--- config.mk ---
export PLATFORM = sky130hd
export DESIGN_NAME = spmv_fp_row_accum
export DESIGN_NICKNAME = d
export VERILOG_FILES = /design/src/rtl/spmv_fp_row_accum.sv
export SDC_FILE = /design/constraint.sdc
export NUM_CORES = 1
export LEC_CHECK = 0
export CAP_MARGIN = 20
export CORE_AREA = 2 2 191 156
export CTS_BUF_LIST = sky130_fd_sc_hd__clkbuf_4
export CTS_CLUSTER_DIAMETER = 150
export DETAILED_ROUTE_END_ITERATION = 16
export DIE_AREA = 0 0 193 158
export PLACE_DENSITY = 0.6
export SYNTH_ARGS = -nofsm -noshare
export SYNTH_HDL_FRONTEND = slang
export SYNTH_SLANG_ARGS = --single-unit
--- constraint.sdc ---
create_clock -name i_clk -period 15.6 [get_ports i_clk]
set_input_delay 3.12 -clock i_clk [delete_from_list [all_inputs] [get_ports i_clk]]
set_output_delay 3.12 -clock i_clk [all_outputs]
set_load 0.005 [all_outputs]
--- src/rtl/spmv_fp_row_accum.sv ---
// Floating-point row accumulator for SpMV: folds a handshaked stream of products into a running
// sum (align / add / normalise+round), emitting one rounded sum with sticky flags per row.
module spmv_fp_row_accum #(
  parameter int EXP_W = 5,
  parameter int MAN_W = 10,
  parameter int CNT_W = 16
) (
  input  logic                 i_clk,
  input  logic                 i_rstn,
  input  logic                 i_valid,
  output logic                 o_ready,
  input  logic [EXP_W+MAN_W:0] i_data,
  input  logic                 i_last,
  output logic                 o_valid,
  input  logic                 i_ready,
  output logic [EXP_W+MAN_W:0] o_sum,
  output logic                 o_ovf,
  output logic                 o_nan,
  output logic [CNT_W-1:0]     o_count
);
  localparam int W     = 1 + EXP_W + MAN_W;
  localparam int SIG_W = MAN_W + 4;
  localparam int SUM_W = SIG_W + 1;
  localparam int E_W   = EXP_W + 2;
  localparam int LZ_W  = $clog2(SIG_W + 1);
  localparam logic [EXP_W-1:0] EXP_ONES = {EXP_W{1'b1}};
  localparam logic [W-1:0]     QNAN     = {1'b0, EXP_ONES, 1'b1, {(MAN_W-1){1'b0}}};

  typedef enum logic [2:0] {S_IDLE, S_ALIGN, S_ADD, S_NORM, S_OUT} state_t;

  function automatic logic [LZ_W-1:0] clz(input logic [SIG_W-1:0] v);
    logic [LZ_W-1:0] n;
    logic            hit;
    n   = {LZ_W{1'b0}};
    hit = 1'b0;
    for (int i = SIG_W - 1; i >= 0; i--) begin
      hit = hit | v[i];
      n   = n + {{(LZ_W-1){1'b0}}, ~hit};
    end
    return n;
  endfunction

  state_t               state_r, state_s;
  logic [W-1:0]         acc_r, in_r, spec_val_r;
  logic                 last_r, ovf_r, nan_r;
  logic [CNT_W-1:0]     cnt_r;
  logic [SIG_W-1:0]     big_r, sml_r;
  logic [EXP_W-1:0]     exp_r;
  logic                 sign_r, sub_r, spec_r, spec_nan_r;
  logic [SUM_W-1:0]     sum_r;
  logic                 o_ready_r, o_valid_r, o_ovf_r, o_nan_r;
  logic [W-1:0]         o_sum_r;
  logic [CNT_W-1:0]     o_count_r;

  logic [EXP_W-1:0]     a_exp_s, b_exp_s, bexp_s, sexp_s, diff_s;
  logic [SIG_W-1:0]     a_sig_s, b_sig_s, big_s, sml_s, aligned_s;
  logic                 a_nan_s, b_nan_s, a_inf_s, b_inf_s, swap_s, bsign_s, sticky_s;
  logic                 spec_s, spec_nan_s;
  logic [W-1:0]         spec_val_s;
  logic [SUM_W-1:0]     sum_s;
  logic [LZ_W-1:0]      lz_s;
  logic [SIG_W-1:0]     m_s;
  logic [E_W-1:0]       e_s, e_rnd_s;
  logic                 inc_s;
  logic [MAN_W+1:0]     rnd_s;
  logic [MAN_W-1:0]     man_s;
  logic [W-1:0]         res_s;
  logic                 res_ovf_s, res_nan_s;

  // Operand classification, magnitude ordering and right-alignment of the smaller significand
  always_comb begin
    a_exp_s = acc_r[W-2:MAN_W];
    b_exp_s = in_r[W-2:MAN_W];
    a_sig_s = (a_exp_s == {EXP_W{1'b0}}) ? {SIG_W{1'b0}} : {1'b1, acc_r[MAN_W-1:0], 3'b000};
    b_sig_s = (b_exp_s == {EXP_W{1'b0}}) ? {SIG_W{1'b0}} : {1'b1, in_r[MAN_W-1:0], 3'b000};
    a_nan_s = (a_exp_s == EXP_ONES) && (acc_r[MAN_W-1:0] != {MAN_W{1'b0}});
    b_nan_s = (b_exp_s == EXP_ONES) && (in_r[MAN_W-1:0] != {MAN_W{1'b0}});
    a_inf_s = (a_exp_s == EXP_ONES) && (acc_r[MAN_W-1:0] == {MAN_W{1'b0}});
    b_inf_s = (b_exp_s == EXP_ONES) && (in_r[MAN_W-1:0] == {MAN_W{1'b0}});
    swap_s  = in_r[W-2:0] > acc_r[W-2:0];
    if (swap_s) begin
      big_s = b_sig_s; sml_s = a_sig_s; bexp_s = b_exp_s; sexp_s = a_exp_s; bsign_s = in_r[W-1];
    end else begin
      big_s = a_sig_s; sml_s = b_sig_s; bexp_s = a_exp_s; sexp_s = b_exp_s; bsign_s = acc_r[W-1];
    end
    diff_s   = bexp_s - sexp_s;
    sticky_s = 1'b0;
    for (int i = 0; i < SIG_W; i++) begin
      sticky_s = sticky_s | (sml_s[i] & (i < int'(diff_s)));
    end
    if (int'(diff_s) >= MAN_W + 3) begin
      aligned_s = {{(SIG_W-1){1'b0}}, |sml_s};
    end else begin
      aligned_s = (sml_s >> diff_s) | {{(SIG_W-1){1'b0}}, sticky_s};
    end
    spec_s     = 1'b1;
    spec_nan_s = 1'b0;
    spec_val_s = QNAN;
    if (a_nan_s || b_nan_s || (a_inf_s && b_inf_s && (acc_r[W-1] != in_r[W-1]))) begin
      spec_nan_s = 1'b1;
    end else if (a_inf_s) begin
      spec_val_s = acc_r;
    end else if (b_inf_s) begin
      spec_val_s = in_r;
    end else begin
      spec_s = 1'b0;
    end
  end

  // Magnitude add or subtract (larger minus smaller, so never negative)
  always_comb begin
    if (sub_r) begin
      sum_s = {1'b0, big_r} - {1'b0, sml_r};
    end else begin
      sum_s = {1'b0, big_r} + {1'b0, sml_r};
    end
  end

  // Renormalise, round to nearest even, then resolve specials / overflow / flush-to-zero
  always_comb begin
    lz_s = clz(sum_r[SIG_W-1:0]);
    if (sum_r[SUM_W-1]) begin
      m_s = {sum_r[SUM_W-1:2], sum_r[1] | sum_r[0]};
      e_s = E_W'(exp_r) + E_W'(1);
    end else begin
      m_s = sum_r[SIG_W-1:0] << lz_s;
      e_s = E_W'(exp_r) - E_W'(lz_s);
    end
    inc_s = m_s[2] & (m_s[1] | m_s[0] | m_s[3]);
    rnd_s = {1'b0, m_s[SIG_W-1:3]} + {{(MAN_W+1){1'b0}}, inc_s};
    if (rnd_s[MAN_W+1]) begin
      e_rnd_s = e_s + E_W'(1);
      man_s   = rnd_s[MAN_W:1];
    end else begin
      e_rnd_s = e_s;
      man_s   = rnd_s[MAN_W-1:0];
    end
    res_s     = {W{1'b0}};
    res_ovf_s = 1'b0;
    res_nan_s = 1'b0;
    if (spec_r) begin
      res_s     = spec_val_r;
      res_nan_s = spec_nan_r;
    end else if (sum_r == {SUM_W{1'b0}}) begin
      res_s = {W{1'b0}};
    end else if (e_rnd_s[E_W-1] || (e_rnd_s == {E_W{1'b0}})) begin
      res_s = {W{1'b0}};
    end else if (e_rnd_s >= {2'b00, EXP_ONES}) begin
      res_s     = {sign_r, EXP_ONES, {MAN_W{1'b0}}};
      res_ovf_s = 1'b1;
    end else begin
      res_s = {sign_r, e_rnd_s[EXP_W-1:0], man_s};
    end
  end

  // Next-state logic
  always_comb begin
    state_s = state_r;
    case (state_r)
      S_IDLE:  if (i_valid) state_s = S_ALIGN; else state_s = S_IDLE;
      S_ALIGN: state_s = S_ADD;
      S_ADD:   state_s = S_NORM;
      S_NORM:  if (last_r) state_s = S_OUT; else state_s = S_IDLE;
      S_OUT:   if (i_ready) state_s = S_IDLE; else state_s = S_OUT;
      default: state_s = S_IDLE;
    endcase
  end

  // State register; ready is registered from the next state so it is high exactly in S_IDLE
  always_ff @(posedge i_clk or negedge i_rstn) begin
    if (!i_rstn) begin
      state_r   <= S_IDLE;
      o_ready_r <= 1'b1;
    end else begin
      state_r   <= state_s;
      o_ready_r <= (state_s == S_IDLE);
    end
  end

  // Datapath pipeline registers, accumulator, row flags and output holding registers
  always_ff @(posedge i_clk or negedge i_rstn) begin
    if (!i_rstn) begin
      acc_r <= {W{1'b0}}; in_r <= {W{1'b0}}; last_r <= 1'b0; cnt_r <= {CNT_W{1'b0}};
      ovf_r <= 1'b0; nan_r <= 1'b0; big_r <= {SIG_W{1'b0}}; sml_r <= {SIG_W{1'b0}};
      exp_r <= {EXP_W{1'b0}}; sign_r <= 1'b0; sub_r <= 1'b0; spec_r <= 1'b0;
      spec_nan_r <= 1'b0; spec_val_r <= {W{1'b0}}; sum_r <= {SUM_W{1'b0}};
      o_valid_r <= 1'b0; o_sum_r <= {W{1'b0}}; o_ovf_r <= 1'b0; o_nan_r <= 1'b0;
      o_count_r <= {CNT_W{1'b0}};
    end else begin
      case (state_r)
        S_IDLE: begin
          if (i_valid) begin
            in_r   <= i_data;
            last_r <= i_last;
            cnt_r  <= cnt_r + CNT_W'(1);
          end
        end
        S_ALIGN: begin
          big_r      <= big_s;
          sml_r      <= aligned_s;
          exp_r      <= bexp_s;
          sign_r     <= bsign_s;
          sub_r      <= acc_r[W-1] ^ in_r[W-1];
          spec_r     <= spec_s;
          spec_nan_r <= spec_nan_s;
          spec_val_r <= spec_val_s;
        end
        S_ADD: sum_r <= sum_s;
        S_NORM: begin
          acc_r <= res_s;
          ovf_r <= ovf_r | res_ovf_s;
          nan_r <= nan_r | res_nan_s;
          if (last_r) begin
            o_valid_r <= 1'b1;
            o_sum_r   <= res_s;
            o_ovf_r   <= ovf_r | res_ovf_s;
            o_nan_r   <= nan_r | res_nan_s;
            o_count_r <= cnt_r;
          end
        end
        S_OUT: begin
          if (i_ready) begin
            o_valid_r <= 1'b0;
            acc_r     <= {W{1'b0}};
            cnt_r     <= {CNT_W{1'b0}};
            ovf_r     <= 1'b0;
            nan_r     <= 1'b0;
          end
        end
        default: ;
      endcase
    end
  end

  assign o_ready = o_ready_r;
  assign o_valid = o_valid_r;
  assign o_sum   = o_sum_r;
  assign o_ovf   = o_ovf_r;
  assign o_nan   = o_nan_r;
  assign o_count = o_count_r;
endmodule
# After elaboration in Yosys (flattened, before gate mapping)
# Cells that the tools add are included.
# classes
addsub,21
multipliers,0
n_div,0
n_lt_le_gt_ge,17
eq_ne,10
n_shift,2
n_mux,42
bitwise,62
reduce_logical,27
# op_table
op,n
16-bit two-way mux,8
14-bit two-way mux,6
16-bit one-hot mux with 2 select lines,2
4-bit by 1-bit adder with 4-bit output,10
1-bit OR,31
4-bit by 5-bit less-than comparator with 1-bit output (first input constant),6
15-bit two-way mux,2
10-bit zero test,2
3-bit by 5-bit less-than comparator with 1-bit output (first input constant),4
10-bit nonzero test,2
16-bit by 1-bit adder with 16-bit output (second input constant),1
14-bit by 14-bit adder with 15-bit output,1
1-bit AND,15
15-bit greater-than comparator,1
15-bit zero test,1
3-bit one-hot mux with 5 select lines,1
14-bit by 14-bit subtractor with 15-bit output,1
7-bit two-way mux,2
1-bit inverter,14
14-bit by 1-bit OR with 14-bit output,1
14-bit OR reduction,1
14-bit by 4-bit << shifter with 14-bit output,1
14-bit by 5-bit right shift with 14-bit output,1
1-bit two-way mux,13
other kinds (31),54
# totals
reg_bits,158
latch_bits,0
ramBits,0
rom_bits,0
output_inout_bits,36
wordCells,203
memories,0

# Depth between registers and ports, before layout
# Gate-level depths: netlist (run 1).
# depth
ltp_word,29
depth_mapped,27
ltp_nobuf,25

# Least setup slack after synthesis (run 1)
# Ideal clock, no wire load.
# synth_timing
path_type,flip-flop to flip-flop
from,register sum_r[12]
to,register ovf_r
setup_ns,0.092
t_arrival_ns,7.713
slack_ns,7.795
path_stages_with_launch,25
period_less_slack_ns,7.805
path_cell_list,dfrtp_1 nor3_1 nor3b_1 nand2b_1 or3_1 or3_1 fa_1 inv_1 fa_1 fa_1 fa_1 ha_1 fa_1 buf_2 nor3b_1 mux2_4 a22o_4 a21bo_1 or4_4 or4_1 buf_2 o41a_1 o22ai_2 nand3_2 o31ai_2
# synth_between
elab_chain_cells,29
word_cells_on_any_way,59
cone_classes,16 x add/sub; 1 x order compare; 1 x shift; 8 x mux; 30 x bitwise; 3 x reduce/logical
# synth_lines
item,line_no,text
from (decl),50,logic [SUM_W-1:0] sum_r;
from (signal assigned),208,S_ADD: sum_r <= sum_s;
1-bit OR,37,hit = hit | v[i];
1-bit inverter / 1-bit OR (equally long branches),"38, 37",
1-bit by 1-bit adder with 2-bit output (tied with other cells),38,"n = n + {{(LZ_W-1){1'b0}}, ~hit};"
2-bit by 1-bit adder with 3-bit output (tied with other cells),38,
3-bit by 1-bit adder with 4-bit output (tied with other cells),38,
4-bit by 1-bit adder with 4-bit output (tied with other cells) (8 in series),38,
4-bit by 1-bit adder with 4-bit output / 1-bit inverter (equally long branches),38,
4-bit by 1-bit adder with 4-bit output,38,
[... 6 more ...],n/a,
7-bit two-way mux,131,if (rnd_s[MAN_W+1]) begin
7-bit by 5-bit >= comparator with 1-bit output / 7-bit zero test (equally long branches),"148, 146",
1-bit two-way mux / 1-bit logical OR (equally long branches),"148, 146",
1-bit two-way mux,146,end else if (e_rnd_s[E_W-1] || (e_rnd_s == {E_W{1'b0}})) begin
1-bit two-way mux *,144,end else if (sum_r == {SUM_W{1'b0}}) begin
1-bit two-way mux *,141,if (spec_r) begin
1-bit OR *,211,ovf_r <= ovf_r | res_ovf_s;
1-bit one-hot mux with 2 select lines *,190,case (state_r)
to (signal assigned),211,
to (decl),45,"logic last_r, ovf_r, nan_r;"
# Every way passes the cells marked *; elsewhere a longest branch is shown, timed or not.
# A chain may end at the register's enable or synchronous reset.

# Worst setup path in the final report (run 1)
# layout_timing
from,register sum_r[12]
to,register o_sum_r[3] (netlist: o_sum[3])
# layout_between
elab_chain_cells,27
word_cells_on_any_way,58
cone_classes,16 x add/sub; 1 x order compare; 1 x shift; 8 x mux; 29 x bitwise; 3 x reduce/logical
# layout_lines
item,line_no,text
1-bit OR,37,
1-bit inverter / 1-bit OR (equally long branches),"38, 37",
1-bit by 1-bit adder with 2-bit output (tied with other cells),38,
2-bit by 1-bit adder with 3-bit output (tied with other cells),38,
3-bit by 1-bit adder with 4-bit output (tied with other cells),38,
4-bit by 1-bit adder with 4-bit output (tied with other cells) (8 in series),38,
4-bit by 1-bit adder with 4-bit output / 1-bit inverter (equally long branches),38,
4-bit by 1-bit adder with 4-bit output,38,
[... 4 more ...],n/a,
1-bit AND,129,inc_s = m_s[2] & (m_s[1] | m_s[0] | m_s[3]);
11-bit by 1-bit adder with 12-bit output,130,"rnd_s = {1'b0, m_s[SIG_W-1:3]} + {{(MAN_W+1){1'b0}}, inc_s};"
7-bit two-way mux,131,
7-bit by 5-bit >= comparator with 1-bit output / 7-bit zero test (equally long branches),"148, 146",
15-bit two-way mux / 1-bit logical OR (equally long branches),"148, 146",
16-bit two-way mux,146,
16-bit two-way mux *,144,
16-bit two-way mux *,141,
to (signal assigned),215,o_sum_r <= res_s;
to (decl),52,logic [W-1:0] o_sum_r;
# Marks and branches as above.

==> results.toml, run 1 <==
[drt]
totalWireLength_um = 28700
first_pass_iters = 5
wl_per_cell_um = 17.9
first_iter_violations = 795
drc = 0
num_vias = 8896
vias_per_cell = 5.56
drtAntennaViolNets = 0

[placed_design]
dpl_cell_area_um2 = 11400
hpwlAfterDp_um = 21200
port_buffers = 56
gp_congestion = 0.884
dp_cells = 1565

[floorplanning]
die_h_um = 158
io_pins = 57
start_util_pct = 36.4
num_rows = 56
die_x_um = 193
die_area_um2 = 30500
coreArea_um2 = 28700

[clocking]
cts-buffers-inserted = 17
clk-insertion-delay-late_ns = 0.58
cts_tree = "yes"
cts.sinks = 155
postCtsSetupBuffers = 0
htreeDepth = 4
clkTransAtPathRegs_ns = 0.15
cts.repair.resized = 0
cts_root_buffer = "clkbuf_4"
ctsLongestPathBuffers = 2
ctsHoldBuffers = 0

[setup_path]
crit_chain = "nor3_1 -> nor3b_1 -> nand2b_1 -> or3_1 -> or3_1 -> fa_1 -> inv_1 -> fa_1 -> fa_1 -> fa_1 -> ha_1 -> fa_1 -> mux4_2 -> and2_1 -> nand4_1 -> a21bo_1 -> or4_4 -> nor4_2 -> a2111oi_0 -> o31ai_1 -> nand3_1 -> o31ai_1"
worstPathArrival_ns = 9.91
startpoint_type = "register"
path_class = "reg -> reg"
slowest_stage = "fa_1"
worstPathMaxFanout = 22
slowest_delay_ns = 1.19
cpMostUsedCell = "fa_1"
required_ns = 16.06
endpoint_kind = "register"

[hold_path]
hp-class = "reg -> reg"

[synth]
avgSynthCellArea_um2 = 8.82
synth-seq-cells = 155
ys_types = 78
ys.flop_type = "dfrtp_1"
synth_cells = 1186
ys_seq_area_share_pct = 37.1
synth_edf_count = 0
synthArstFlopShare_pct = 100
yosysWarnings = 0
synth_area_um2 = 10500
syn_nets = 1255

[layout]
areaGrowthSynthToFinish_pct = 11.9
nets = 1277
final_common_cell = "nand2_1"
finalNonFillerCells = 1599
final_cell_mix = "nand2_1 (169), dfrtp_1 (154), nor2_1 (96)"
design_area_um2 = 11700
nFillCells = 2871
post_route_cells_drive_above_1_share_pct = 9.09

[sta]
timing_hold_violations_final = 0
rsz0062_at_grt = "false"
clock_skew_ns = 0.0376
worst_pin_slew_ns = 1.05
slew_headroom_pct = 30.2
setup_violations = 0
slew_violations = 0
fin_crit_ns = 9.45
finalCritPeriodShare_pct = 60.6
fin_setup_tns_ns = 0
fmax_mhz = 106

[grt]
antenna_found_initial = 1
grtUsageTotal_pct = 19.3
grt_overflow_total = 0
grt_pass1_vias = 8397
grt_max_degree = 80
grt_pass1_wl_um = 46500

[status]
status = "completed"

[job]
maxCapViolations = 0
==> cell families (layout without fill, tap and decap cells) <==
family / Yosys count / after routing / share of synthesized area, %
AO/OA/AOI/OAI: 289 / 289 / 17.9
XOR/XNOR: 51 / 51 / 4.45
adder cells (fa/ha/maj): 48 / 48 / 6.32
buffers and inverters: 116 / 151 / 4.28
flip-flops: 155 / 155 / 37.1
multiplexers: 90 / 90 / 10.3
other: 0 / 1 / 0
AND/OR/NAND/NOR: 437 / 437 / 19.7
==> critical path, delay by kind of cell, from the launching register on <==
kind | cells | cell delay [ns]
simple gates | 10 | 3.78
fa+ha+maj | 6 | 3.33
compound gates | 4 | 1.32
flops | 1 | 0.48
mux | 1 | 0.40
buf+inv | 1 | 0.05
==> per-layer routing <==
layer,GRT usage (%),wire length (um)
met1,29.5,14600
met2,27.6,11900
met3,3.57,1700
met4,5.16,510
met5,0,0
==> through the flow <==
| step | worst slack [ns] | hold slack (ns) | util, % |
|---|---|---|---|
| after floorplan | 7.80 | 0.440 | - |
| after global placement | 6.36 | 0.456 | 39.5 |
| after detailed placement | 6.18 | 0.453 | 39.5 |
| after CTS | 6.17 | 0.489 | 40.6 |
| after global routing | 5.48 | 0.508 | 40.7 |
| final | 6.15 | 0.486 | 40.7 |
==> registers in the layout (all words and copies together) (netlist names), 3 cells and up <==
register / flops
o_sum: 16
cnt_r: 16
o_count: 16
acc_r: 16
exp_r: 5
in_r: 16
sml_r: 14
sum_r: 15
state_r: 3
spec_val_r: 16
big_r: 11
==> cell type report <==
type                       count  area (um^2)  area share [%]
tap                          377          472            4.03
clock buffer                  17          128            1.09
inverter                      51          191            1.64
sequential                   155         3880            33.2
clock inverter                15          190            1.63
antenna                        1         2.50          0.0214
multi-input combinational    915         6160            52.7
timing repair buffer          68          672            5.74
==> worst paths after layout <==
kind                            cells past startpoint  slack (ns)                       start                         end
worst min-delay path                                1        0.49  spec_val_r[11]$_DFFE_PN0P_  spec_val_r[11]$_DFFE_PN0P_
max in group asynchronous                           3       11.85                      i_rstn       o_sum[10]$_DFFE_PN0P_
min in group asynchronous                           1        2.56                      i_rstn        in_r[12]$_DFFE_PN0P_
worst min register to register                      1        0.49  spec_val_r[11]$_DFFE_PN0P_  spec_val_r[11]$_DFFE_PN0P_
worst max-delay path                               22        6.15       sum_r[12]$_DFFE_PN0P_        o_sum[3]$_DFFE_PN0P_
worst max register to register                     22        6.15       sum_r[12]$_DFFE_PN0P_        o_sum[3]$_DFFE_PN0P_
==> cell usage after synthesis (all sizes together) (4+ instances only) <==
master | count | share of area (%)
a211oi | 7 | 0.50
a21boi | 4 | 0.29
a21o | 6 | 0.43
a21oi | 59 | 2.8
a22o | 4 | 0.42
a22oi | 19 | 1.4
a31oi | 19 | 1.1
and2 | 10 | 0.60
and3 | 18 | 1.1
buf | 10 | 0.48
clkbuf | 55 | 2.0
dfrtp | 154 | 37
fa | 8 | 1.5
ha | 40 | 4.8
inv | 50 | 1.8
mux2 | 27 | 2.9
mux2i | 52 | 5.0
mux4 | 11 | 2.4
nand2 | 169 | 6.1
nand2b | 12 | 0.72
nand3 | 29 | 1.5
nand3b | 5 | 0.36
nand4 | 6 | 0.36
nor2 | 97 | 3.5
nor2b | 15 | 0.90
nor3 | 24 | 1.1
nor3b | 9 | 0.65
nor4 | 12 | 0.78
o211ai | 4 | 0.29
o21ai | 80 | 3.8
o22ai | 11 | 0.72
o31ai | 32 | 2.3
o41ai | 6 | 0.50
or2 | 10 | 0.60
or3 | 11 | 0.66
or4 | 7 | 0.54
xnor2 | 31 | 2.6
xor2 | 20 | 1.9
Power of run 1 is left out: the tool's default activity adds up to more than one toggle a clock period on the data nets, which glitch-free logic cannot reach.
==> run 2, diff against run 1 <==
- PLACE_DENSITY: 0.6 -> 0.62
- clock period: 15.6 -> 7.6 ns (I/O delays scaled with it)
==> results.toml, run 2 (same netlist as run 1, synthesis figures left out) <==
[clocking]
cts_tree = "yes"
ctsLongestPathBuffers = 2
clk-insertion-delay-late_ns = 0.60
ctsHoldBuffers = 0
htreeDepth = 4
clkTransAtPathRegs_ns = 0.17
cts-buffers-inserted = 17
cts_root_buffer = "clkbuf_4"
cts.sinks = 155

[grt]
grt_pass1_vias = 8577
grt.busiest_layer = "met1"
global_route.usage.met2_pct = 29.5
antenna_found_initial = 2
grtUsageTotal_pct = 20.3
use_met1_pct = 31.0
grt_use_met3_pct = 3.90
grt_max_degree = 79
grt_pass1_wl_um = 47800
grt_overflow_total = 0

[placed_design]
dp_cells = 1598
hpwlAfterDp_um = 22400
gp_congestion = 0.936
port_buffers = 56

[layout]
final_common_cell = "nand2_1"
post_route_cells_drive_above_1_share_pct = 14.1
finalNonFillerCells = 1644
final_cell_mix = "nand2_1 (168), dfrtp_1 (154), nor2_1 (95)"
nets = 1322
areaGrowthSynthToFinish_pct = 16.6

[sta]
fmax_mhz = 132
fin_setup_tns_ns = 0
finalCritPeriodShare_pct = 99.4
hold_ws_ns = 0.500
timing_hold_violations_final = 0
setup_violations = 0
worst_pin_slew_ns = 1.03
clock_skew_ns = 0.0479
rsz0062_at_grt = "true"
fin_crit_ns = 7.55
slew_violations = 0
slew_headroom_pct = 31.0

[floorplanning]
coreArea_um2 = 28700
num_rows = 56
die_x_um = 193
die_h_um = 158
io_pins = 57
die_area_um2 = 30500
start_util_pct = 36.4

[setup_path]
startpoint_type = "register"
rr_worst_depth = 24
worstPathArrival_ns = 8.09
required_ns = 8.13
worstPathMaxFanout = 6
reg2reg_setup_slack_ns = 0.05
path_class = "reg -> reg"
endpoint_kind = "register"

[drt]
first_iter_violations = 704
drtAntennaViolNets = 0
num_vias = 9105
wl_per_cell_um = 18.5
totalWireLength_um = 30300
vias_per_cell = 5.54
drc = 0
first_pass_iters = 6

[status]
status = "completed"

[job]
maxCapViolations = 0

[hold_path]
whs_path_depth = 2
hp-class = "reg -> reg"
-- run 2: cell types whose count changed in the layout (fill, tap and decap cells not counted), sizes merged --
cell	previous run	this run
inv	58	56
buf	13	58
clkinv	8	9
clkinvlp	0	1
-- run 2: area by class of cell --
cell class | count | area [um^2]
Tap cell | 377 | 472
Multi-Input combinational cell | 915 | 6310
Clock inverter | 15 | 176
Inverter | 51 | 191
Clock buffer | 17 | 128
Sequential cell | 155 | 3880
Timing Repair Buffer | 113 | 1040
Antenna cell | 1 | 2.50
Fill cell | 2862 | 16500
-- run 2: worst max-delay path: stages, from the launching register on --
cell	delay (ns)
dfrtp_1	0.42
nor3_2	0.22
nor3b_4	0.24
nand2b_1	0.09
or3_4	0.33
or3_4	0.34
fa_1	0.50
inv_1	0.05
fa_1	0.50
fa_1	0.44
fa_1	0.57
ha_2	0.19
fa_2	0.52
buf_6	0.17
nor3b_4	0.18
mux2_4	0.18
a22o_4	0.12
a21bo_1	0.21
or4_4	0.54
or4_4	0.53
o41a_1	0.50
o22ai_4	0.23
nand3_4	0.14
buf_4	0.17
o21ai_2	0.12
-- run 2: what timing repair did --
| action | 4_1_cts | 5_1_grt |
|---|---|---|
| buffers inserted | 1 | 10 |
| hold endpoints to repair | 0 | 0 |
| gates resized for setup | 2 | 28 |
| gates cloned | 0 | 0 |
| setup endpoints to repair | 31 | 34 |
| pin swaps | 1 | 17 |
-- run 2: path summary, 6_finish.rpt --
kind	from	end
min in group asynchronous	i_rstn	o_count[14]$_DFFE_PN0P_
hold / removal	o_count[8]$_DFFE_PN0P_	o_count[8]$_DFFE_PN0P_
setup / recovery	sum_r[11]$_DFFE_PN0P_	acc_r[10]$_DFFE_PN0P_
setup reg to reg	sum_r[11]$_DFFE_PN0P_	acc_r[10]$_DFFE_PN0P_
hold reg to reg	o_count[8]$_DFFE_PN0P_	o_count[8]$_DFFE_PN0P_
max in group asynchronous	i_rstn	sml_r[9]$_DFFE_PN0P_
-- run 2: per-layer routing --
layer  up-vias  wire length (um)
li1       4402                 -
met1      4428             15000
met2       252             13200
met3        23              1850
met4         0               338
met5         -                 0
-- run 2: through the flow --
step / setup WS, ns / utilization (%) / area (um^2)
after detailed placement: -0.0703 / 40.5 / 11600
after global routing: -0.194 / 42.5 / 12200
after global placement: 0.119 / 40.5 / 11600
final: 0.0460 / 42.5 / 12200
after floorplan: 0.00301 / - / 10500
after CTS: 0.00507 / 41.6 / 11900
Power of run 2 is left out for the same reason.
